[src/rtl/counter_seq_monitor_if.sv]
// ---------------------------------------------------------------------------
// counter_seq_monitor_if
//   Groups the monitored counter bus with the monitor's status outputs.
//
//   Parameters:
//     WIDTH      width of the monitored counter bus
//
//   Signals:
//     counter    monitored counter value (driven by the counter side)
//     locked     level: sequence tracked and consistent
//     error      one-cycle pulse per detected step violation
//     fault      level: violation seen since last lock/reset
//     err_count  saturating 8-bit violation tally
//
//   Modports:
//     master     counter side: drives counter, observes status
//     slave      monitor side: samples counter, drives status
// ---------------------------------------------------------------------------
interface counter_seq_monitor_if #(
    parameter int WIDTH = 4
);
    logic [WIDTH-1:0] counter;
    logic             locked;
    logic             error;
    logic             fault;
    logic [7:0]       err_count;

    modport master (
        output counter,
        input  locked,
        input  error,
        input  fault,
        input  err_count
    );

    modport slave (
        input  counter,
        output locked,
        output error,
        output fault,
        output err_count
    );
endinterface

[src/rtl/counter_seq_monitor.sv]
// ---------------------------------------------------------------------------
// counter_seq_monitor
//   Sampling-side checker for a free-running binary counter. Every rising
//   edge the counter bus is compared with (previous sample + 1) mod 2^WIDTH.
//   The monitor acquires lock after LOCK_CNT consecutive correct steps,
//   pulses error for each step violation while locked, and keeps an 8-bit
//   saturating violation tally.
//
//   Parameters:
//     WIDTH     width of the monitored counter bus (default 4)
//     LOCK_CNT  consecutive correct steps needed for lock, 1..15 (default 2)
//
//   Ports:
//     clk       rising-edge clock shared with the monitored counter
//     reset     synchronous, active-high reset
//     bus       counter_seq_monitor_if.slave (counter in; locked, error,
//               fault, err_count out; all outputs registered)
//
//   Build option:
//     COUNTER_SEQ_MONITOR_STICKY_EN
//       defined   : a violation while locked moves to a terminal FAULT state;
//                   fault latches until reset and every later mismatch is
//                   counted.
//       undefined : a violation while locked drops back to acquisition;
//                   fault clears when lock is regained and mismatches during
//                   acquisition are not counted.
// ---------------------------------------------------------------------------
module counter_seq_monitor #(
    parameter int WIDTH    = 4,
    parameter int LOCK_CNT = 2
) (
    input  logic                  clk,
    input  logic                  reset,
    counter_seq_monitor_if.slave  bus
);

    typedef enum logic [1:0] {
        S_IDLE    = 2'd0,
        S_ACQUIRE = 2'd1,
        S_LOCKED  = 2'd2
`ifdef COUNTER_SEQ_MONITOR_STICKY_EN
        ,
        S_FAULT   = 2'd3
`endif
    } state_t;

    localparam logic [3:0] LOCK_TGT = 4'(LOCK_CNT);

    state_t           state_q, state_n;
    logic [WIDTH-1:0] prev_q;
    logic [3:0]       streak_q, streak_n;
    logic             locked_q, locked_n;
    logic             error_q, error_n;
    logic             fault_q, fault_n;
    logic [7:0]       err_count_q, err_count_n;

    logic [WIDTH-1:0] expected;
    logic             match;
    logic [3:0]       streak_inc;
    logic [7:0]       err_count_sat;

    // Truncation to WIDTH makes the all-ones -> zero wrap a legal step.
    assign expected      = prev_q + WIDTH'(1);
    assign match         = (bus.counter == expected);
    // streak never exceeds LOCK_CNT-1 (<= 14) while acquiring, so no overflow.
    assign streak_inc    = streak_q + 4'd1;
    assign err_count_sat = (err_count_q == 8'hFF) ? err_count_q : err_count_q + 8'd1;

    // NOTE: every signal written here gets a default first, so no path
    // through the case statement can leave one unassigned and infer a latch.
    always_comb begin
        state_n     = state_q;
        streak_n    = streak_q;
        locked_n    = locked_q;
        error_n     = 1'b0;
        fault_n     = fault_q;
        err_count_n = err_count_q;

        case (state_q)
            S_IDLE: begin
                // First edge out of reset only captures a reference sample.
                streak_n = '0;
                state_n  = S_ACQUIRE;
            end

            S_ACQUIRE: begin
                if (match) begin
                    if (streak_inc == LOCK_TGT) begin
                        state_n  = S_LOCKED;
                        locked_n = 1'b1;
                        fault_n  = 1'b0;
                        streak_n = '0;
                    end else begin
                        streak_n = streak_inc;
                    end
                end else begin
                    // Unlocked mismatches restart acquisition silently.
                    streak_n = '0;
                end
            end

            S_LOCKED: begin
                if (!match) begin
                    error_n     = 1'b1;
                    err_count_n = err_count_sat;
                    fault_n     = 1'b1;
                    locked_n    = 1'b0;
                    streak_n    = '0;
`ifdef COUNTER_SEQ_MONITOR_STICKY_EN
                    state_n     = S_FAULT;
`else
                    state_n     = S_ACQUIRE;
`endif
                end
            end

`ifdef COUNTER_SEQ_MONITOR_STICKY_EN
            S_FAULT: begin
                // Terminal until reset: keep checking and counting.
                if (!match) begin
                    error_n     = 1'b1;
                    err_count_n = err_count_sat;
                end
            end
`endif

            default: begin
                state_n = S_IDLE;
            end
        endcase
    end

    // NOTE: sequential state uses non-blocking assignments so all registers
    // update from the same pre-edge values, independent of statement order.
    always_ff @(posedge clk) begin
        if (reset) begin
            state_q     <= S_IDLE;
            prev_q      <= '0;
            streak_q    <= '0;
            locked_q    <= 1'b0;
            error_q     <= 1'b0;
            fault_q     <= 1'b0;
            err_count_q <= '0;
        end else begin
            state_q     <= state_n;
            prev_q      <= bus.counter;
            streak_q    <= streak_n;
            locked_q    <= locked_n;
            error_q     <= error_n;
            fault_q     <= fault_n;
            err_count_q <= err_count_n;
        end
    end

    assign bus.locked    = locked_q;
    assign bus.error     = error_q;
    assign bus.fault     = fault_q;
    assign bus.err_count = err_count_q;

endmodule

[src/flat_wrapper.sv]
// flat-port wrapper written by rule: the top's interface ports become plain ports
module counter_seq_monitor_flat 
#(
    parameter int WIDTH    = 4,
    parameter int LOCK_CNT = 2
)
  (clk, reset, bus_counter, bus_locked, bus_error, bus_fault, bus_err_count);
  counter_seq_monitor_if #(.WIDTH(WIDTH)) bus_i ();
  input  logic clk;
  input  logic reset;
  input wire logic [$bits(bus_i.counter)-1:0] bus_counter;
  output wire logic [$bits(bus_i.locked)-1:0] bus_locked;
  output wire logic [$bits(bus_i.error)-1:0] bus_error;
  output wire logic [$bits(bus_i.fault)-1:0] bus_fault;
  output wire logic [$bits(bus_i.err_count)-1:0] bus_err_count;
  assign bus_i.counter = bus_counter;
  assign bus_locked = bus_i.locked;
  assign bus_error = bus_i.error;
  assign bus_fault = bus_i.fault;
  assign bus_err_count = bus_i.err_count;
  counter_seq_monitor #(.WIDTH(WIDTH), .LOCK_CNT(LOCK_CNT)) u_core (.clk(clk), .reset(reset), .bus(bus_i));
endmodule
[config.mk]
export PLATFORM = sky130hd
export DESIGN_NAME = counter_seq_monitor_flat
export DESIGN_NICKNAME = d
export VERILOG_FILES = /design/src/rtl/counter_seq_monitor_if.sv /design/src/rtl/counter_seq_monitor.sv /design/src/flat_wrapper.sv
export SDC_FILE = /design/constraint.sdc
export NUM_CORES = 1
export LEC_CHECK = 0
export ABC_AREA = 0
export CAP_MARGIN = 20
export CORE_ASPECT_RATIO = 0.6
export CORE_MARGIN = 2
export CORE_UTILIZATION = 45
export CTS_CLUSTER_SIZE = 25
export DETAILED_ROUTE_END_ITERATION = 8
export PLACE_DENSITY_LB_ADDON = 0.08
export SETUP_SLACK_MARGIN = 0.3
export SYNTH_ARGS = -nofsm -noshare
export SYNTH_HDL_FRONTEND = slang
export SYNTH_SLANG_ARGS = --single-unit
[constraint.sdc]
create_clock -name clk -period 2.5 [get_ports clk]
set_input_delay 0.625 -clock clk [delete_from_list [all_inputs] [get_ports clk]]
set_output_delay 0.625 -clock clk [all_outputs]
set_load 0.01 [all_outputs]
# Yosys cells after proc, flatten, opt, wreduce, memory -nomap -nowiden
# Cells that the tools add are included.
# totals
regBits	21
inputBits	6
output_inout_bits	11
elab_cells	46
# op_classes
addsub	3
eq_ne	8
n_mux	17
bitwise_logic	3
n_reduce_logical	8
# op_table
operator	n
4-bit two-way mux	3
4-bit case mux with 3 select lines	1
4-bit by 1-bit adder with 4-bit output (second input constant)	2
8-bit by 1-bit adder with 8-bit output (second input constant)	1
8-bit equality test (second input constant)	1
1-bit two-way mux	7
2-bit two-way mux	3
2-bit case mux with 3 select lines	1
3-bit AND reduction	2
4-bit by 2-bit equality test with 1-bit output (second input constant)	1
4-bit equality test	1
2-bit by 1-bit inequality test with 1-bit output (second input constant)	2
1-bit case mux with 2 select lines	2
4-bit AND reduction	1
1-bit inverter	3
3-bit nonzero test	1
2-bit by 1-bit equality test with 1-bit output (second input constant)	1
2-bit equality test (second input constant)	1
2-bit zero test	1
2-bit inequality test (second input constant)	1
2-bit AND reduction	1
2-bit nonzero test	1
2-bit OR reduction	1

# Depth between registers and ports, before layout
# logic_depth
ltp_word	5
depth_mapped	7
ltp_nobuf	6

# Worst setup path before layout
# Ideal clock, no wire load.
# synth_timing
path_type	register to register
startpoint	reg u_core.prev_q[0]
endpoint	reg u_core.locked_q (netlist: u_core.bus.locked)
setup_time_ns	0.100
arrival_time_ns	1.700
required_time_ns	2.400
setup_slack_ns	0.700
stages_incl_launch_ff	7
period_less_slack_ns	1.800
path_cell_list	dfxtp_1 > ha_1 > xor3_1 > nor3_4 > and2_4 > a31oi_4 > a2111oi_4
# synth_via
elab_chain_len	4
elab_cells_between_ends	5
cone_classes	1 x add/sub; 3 x eq/ne; 1 x reduce/logical
# synth_rtl
element	line	text
from (decl)	counter_seq_monitor.sv:50	logic [WIDTH-1:0] prev_q;
from (signal assigned)	counter_seq_monitor.sv:146	prev_q <= bus.counter;
4-bit by 1-bit adder with 4-bit output *	counter_seq_monitor.sv:63	assign expected = prev_q + WIDTH'(1);
4-bit equality test *	counter_seq_monitor.sv:64	assign match = (bus.counter == expected);
2-bit inequality test (no line) / 2-bit by 1-bit inequality test with 1-bit output (equally long branches)	n/a	
4-bit AND reduction (no line) *	n/a	
to (signal assigned)	counter_seq_monitor.sv:148	locked_q <= locked_n;
to (decl)	counter_seq_monitor.sv:52	logic locked_q, locked_n;
# Mark *: on every way between the ends. The rest lies on a longest branch, timed or not.
# A chain may end at the register's enable or synchronous reset.

# Worst setup path after layout
# layout_timing
startpoint	in bus_counter[3]
endpoint	reg u_core.err_count_q[5] (netlist: u_core.bus.err_count[5])
# layout_via
elab_chain_len	3
# layout_rtl
element	line	text
from (decl)	flat_wrapper.sv:11	input wire logic [$bits(bus_i.counter)-1:0] bus_counter;
4-bit equality test	counter_seq_monitor.sv:64	
1-bit inverter (no line)	n/a	
3-bit AND reduction (no line)	n/a	
to (signal assigned)	counter_seq_monitor.sv:151	err_count_q <= err_count_n;
to (decl)	counter_seq_monitor.sv:55	logic [7:0] err_count_q, err_count_n;
# Every way passes these cells.

==> flow_metrics.py <==
metrics = {
    "finish": {
        "drive_gt1_share_pct": 13.3,
        "syn2layout_area_growth_pct": 23.5,
        "fin_nets": 154,
        "n_antenna_cell": 0,
        "fillers": 215,
    },
    "sta": {
        "tightestPinTransition_ns": 0.359,
        "finalHoldViolations": 0,
        "tns_ns": 0,
        "rsz0062_at_grt": "no",
        "timing.slew.headroom_pct": 76.1,
        "fmax_ghz": 0.482,
        "fin_crit_ns": 2.08,
        "setup_violations": 0,
        "post-route-period-util_pct": 83.0,
        "slew_viol_final": 0,
        "skew_ns": 0.00862,
        "hold_slack_ns": 0.553,
    },
    "route": {
        "post_drt_wl_per_cell_um": 13.8,
        "drtIter0Drc": 62,
        "firstDrtPassIters": 4,
        "wirelength_um": 2410,
        "ant_nets": 0,
        "drcViolationCount": 0,
        "num_vias": 934,
        "viasPerCell": 5.34,
    },
    "floorplanning": {
        "die_y_um": 43.3,
        "core_area_um2": 2470,
        "fp.dieArea_um2": 3000,
        "initial_core_util_pct": 46.8,
        "fp.dieW_um": 69.4,
        "core.rowCount": 14,
        "pin_count": 17,
    },
    "power": {
        "switching_share_pct": 24.7,
        "p_int_mw": 0.482,
        "ir_drop_mv": 0.403,
        "pwr-share-seq_pct": 53.4,
        "power_density_nw_per_um2": 448,
        "clockPowerShare_pct": 36.2,
        "p_leak_nw": 0.495,
        "p_switching_mw": 0.158,
        "combPwrFrac_pct": 10.4,
    },
    "min_path": {
        "hold_path.class": "reg -> reg",
        "min_from": "u_core.bus.fault",
        "hold_end": "u_core.bus.fault",
        "whs_path_depth": 2,
    },
    "clock_tree": {
        "numClockSinks": 21,
        "cts_tree": "yes",
        "clock-root-buffer": "clkbuf_8",
        "postCtsHoldBufs": 0,
        "htree_levels": 1,
        "clk_pin_slew_ns": 0.09,
        "clk_latency_ns": 0.27,
        "clock_path_buffers": 2,
        "cts_buffers": 3,
    },
    "critical_path": {
        "crit_fanout": 5,
        "r2r_start": "u_core.prev_q[0]",
        "crit-reg2reg-capture": "u_core.bus.locked",
        "start_kind": "input port",
        "cp.arrival_ns": 2.23,
        "reg2reg_depth": 6,
        "crit_path_end_kind": "flop",
        "path_cells": "clkdlybuf4s50_1 -> xnor2_1 -> xnor2_2 -> a21oi_1 -> nand3_1 -> mux2_1",
        "criticalPathCategory": "in -> reg",
        "cp_slowest_cell": "clkdlybuf4s50_1",
        "r2r_slack_ns": 0.55,
        "critPathMaxStageDelay_ns": 0.44,
        "required_ns": 2.65,
    },
    "logic_synthesis": {
        "synthCells": 123,
        "synth_edf_count": 0,
        "synthesis.area_um2": 1160,
        "ys_seq_area_share_pct": 36.4,
        "yosys_warnings": 0,
        "async_flop_share_pct": 0,
        "syn_area_per_cell_um2": 9.40,
        "synth-seq-cells": 21,
        "synth_ff_type": "dfxtp_1",
        "synth_nets": 133,
        "synthDistinctLibCells": 42,
    },
    "grt": {
        "grt_pass1_wl_um": 4110,
        "grt_max_degree": 15,
        "track_usage_pct": 17.6,
        "grt_overflow_total": 0,
        "antenna_found_initial": 0,
        "grt_pass1_vias": 869,
    },
    "outcome": {
        "outcome": "complete, no violations",
    },
    "flow_run": {
        "maxCapViolations": 0,
    },
    "placed_design": {
        "hpwl_um": 1760,
        "gp_congestion": 0.788,
        "io_buffers": 16,
    },
}
## power by group through the flow
stage	sequential, mW	clock [mW]	combinational, mW
final	0.342	0.231	0.0665
after global placement	0.350	0	0.0625
after floorplan	0.350	0	0.0455
after CTS	0.342	0.239	0.0651
after detailed placement	0.350	0	0.0649
after global routing	0.343	0.252	0.0730
## synth_stat cells (all sizes together), types with 2 or more instances
master,number,area (um2)
nor3,3,26.3
o211ai,3,22.5
nor2,12,45.0
a21oi,8,43.8
nand2,5,18.8
nand4,3,18.8
nor2b,8,50.1
clkbuf,5,18.8
a31o,2,17.5
dfxtp,21,420
mux2,2,22.5
a32oi,2,17.5
a31oi,3,33.8
o21ai,2,10.0
and3,2,12.5
xnor2,6,52.6
and2,2,15.0
ha,4,50.1
a211oi,3,22.5
inv,4,15.0
nand3,7,35.0
## registers in the layout (all words and copies together), names as in the netlist
| signal | cells |
|---|---|
| u_core.bus.err_count | 8 |
| u_core.bus.error | 1 |
| u_core.bus.fault | 1 |
| u_core.bus.locked | 1 |
| u_core.prev_q | 4 |
| u_core.state_q | 2 |
| u_core.streak_q | 4 |
## critical path: cells and delay by family
family	cells	cell delay (ns)
xor+xnor	2	0.43
simple gates	1	0.12
compound gates	1	0.29
buf+inv	1	0.44
mux	1	0.31
## placed cells by master (no fill, tap or decap), types with 3 or more instances in the layout
cell              n
nor2_1           12
clkdlybuf4s50_1  16
inv_1             4
dfxtp_1          21
a211oi_1          3
clkbuf_8          3
nor2b_1           8
xnor2_1           5
nand2_1           5
nand3_1           7
buf_4             6
nand4_1           3
o211ai_1          3
ha_1              4
a21oi_1           7
## metal layers
layer | vias to the layer above | GRT usage [%] | wire [um]
li1 | 483 | - | -
met1 | 435 | 23.5 | 1270
met2 | 14 | 28.1 | 1030
met3 | 2 | 5.94 | 86
met4 | 0 | 3.53 | 19
met5 | - | 0 | 0
## layout make-up
class / count / area [um2] / share of cell area [%]
clock buffer: 3 / 41.3 / 2.89
multi-input combinational: 92 / 698 / 48.9
timing repair buffer: 22 / 205 / 14.4
sequential: 21 / 420 / 29.4
inverter: 4 / 15.0 / 1.05
clock inverter: 1 / 7.51 / 0.526
tap: 32 / 40.0 / 2.80
## timing repair
item | in CTS | in global routing
setup endpoints to repair | 0 | 2
hold endpoints to repair | 0 | 0
buffers inserted | 0 | 0
gates resized for setup | 0 | 1
## kinds of logic (layout without fill, tap and decap cells)
logic type	count (synthesis)	in the layout	share of synthesized area (%)
AOI/OAI and AO/OA	27	27	20.6
xor gates and xnor gates	8	8	7.36
adders and majority gates	4	4	4.33
buffers and inverters	10	30	3.90
DFF	21	21	36.4
muxes	3	3	2.81
and+or+nand+nor	50	50	24.7
## worst max-delay path by stage
stage	start	end	slack, ns	cells after the start
floorplan	u_core.prev_q[0]	u_core.bus.locked	0.70	6
global placement	bus_counter[3]	u_core.bus.locked	0.18	6
detailed placement	bus_counter[3]	u_core.bus.locked	0.11	6
CTS	bus_counter[3]	u_core.bus.locked	0.39	6
global route	bus_counter[2]	u_core.streak_q[3]	0.33	7
finish	bus_counter[3]	u_core.bus.err_count[5]	0.42	6
## per-stage QoR
| step | instances | util, % | area (um2) | power (mW) | setup WS, ns |
|---|---|---|---|---|---|
| after floorplan | 123 | - | 1160 | 0.395 | 0.700 |
| after global placement | 171 | 55.5 | 1370 | 0.412 | 0.180 |
| after detailed placement | 171 | 55.5 | 1370 | 0.415 | 0.111 |
| after CTS | 175 | 57.5 | 1420 | 0.647 | 0.388 |
| after global routing | 175 | 57.8 | 1430 | 0.667 | 0.335 |
| final | 175 | 57.8 | 1430 | 0.640 | 0.424 |
(Power assumes the default switching activity.)
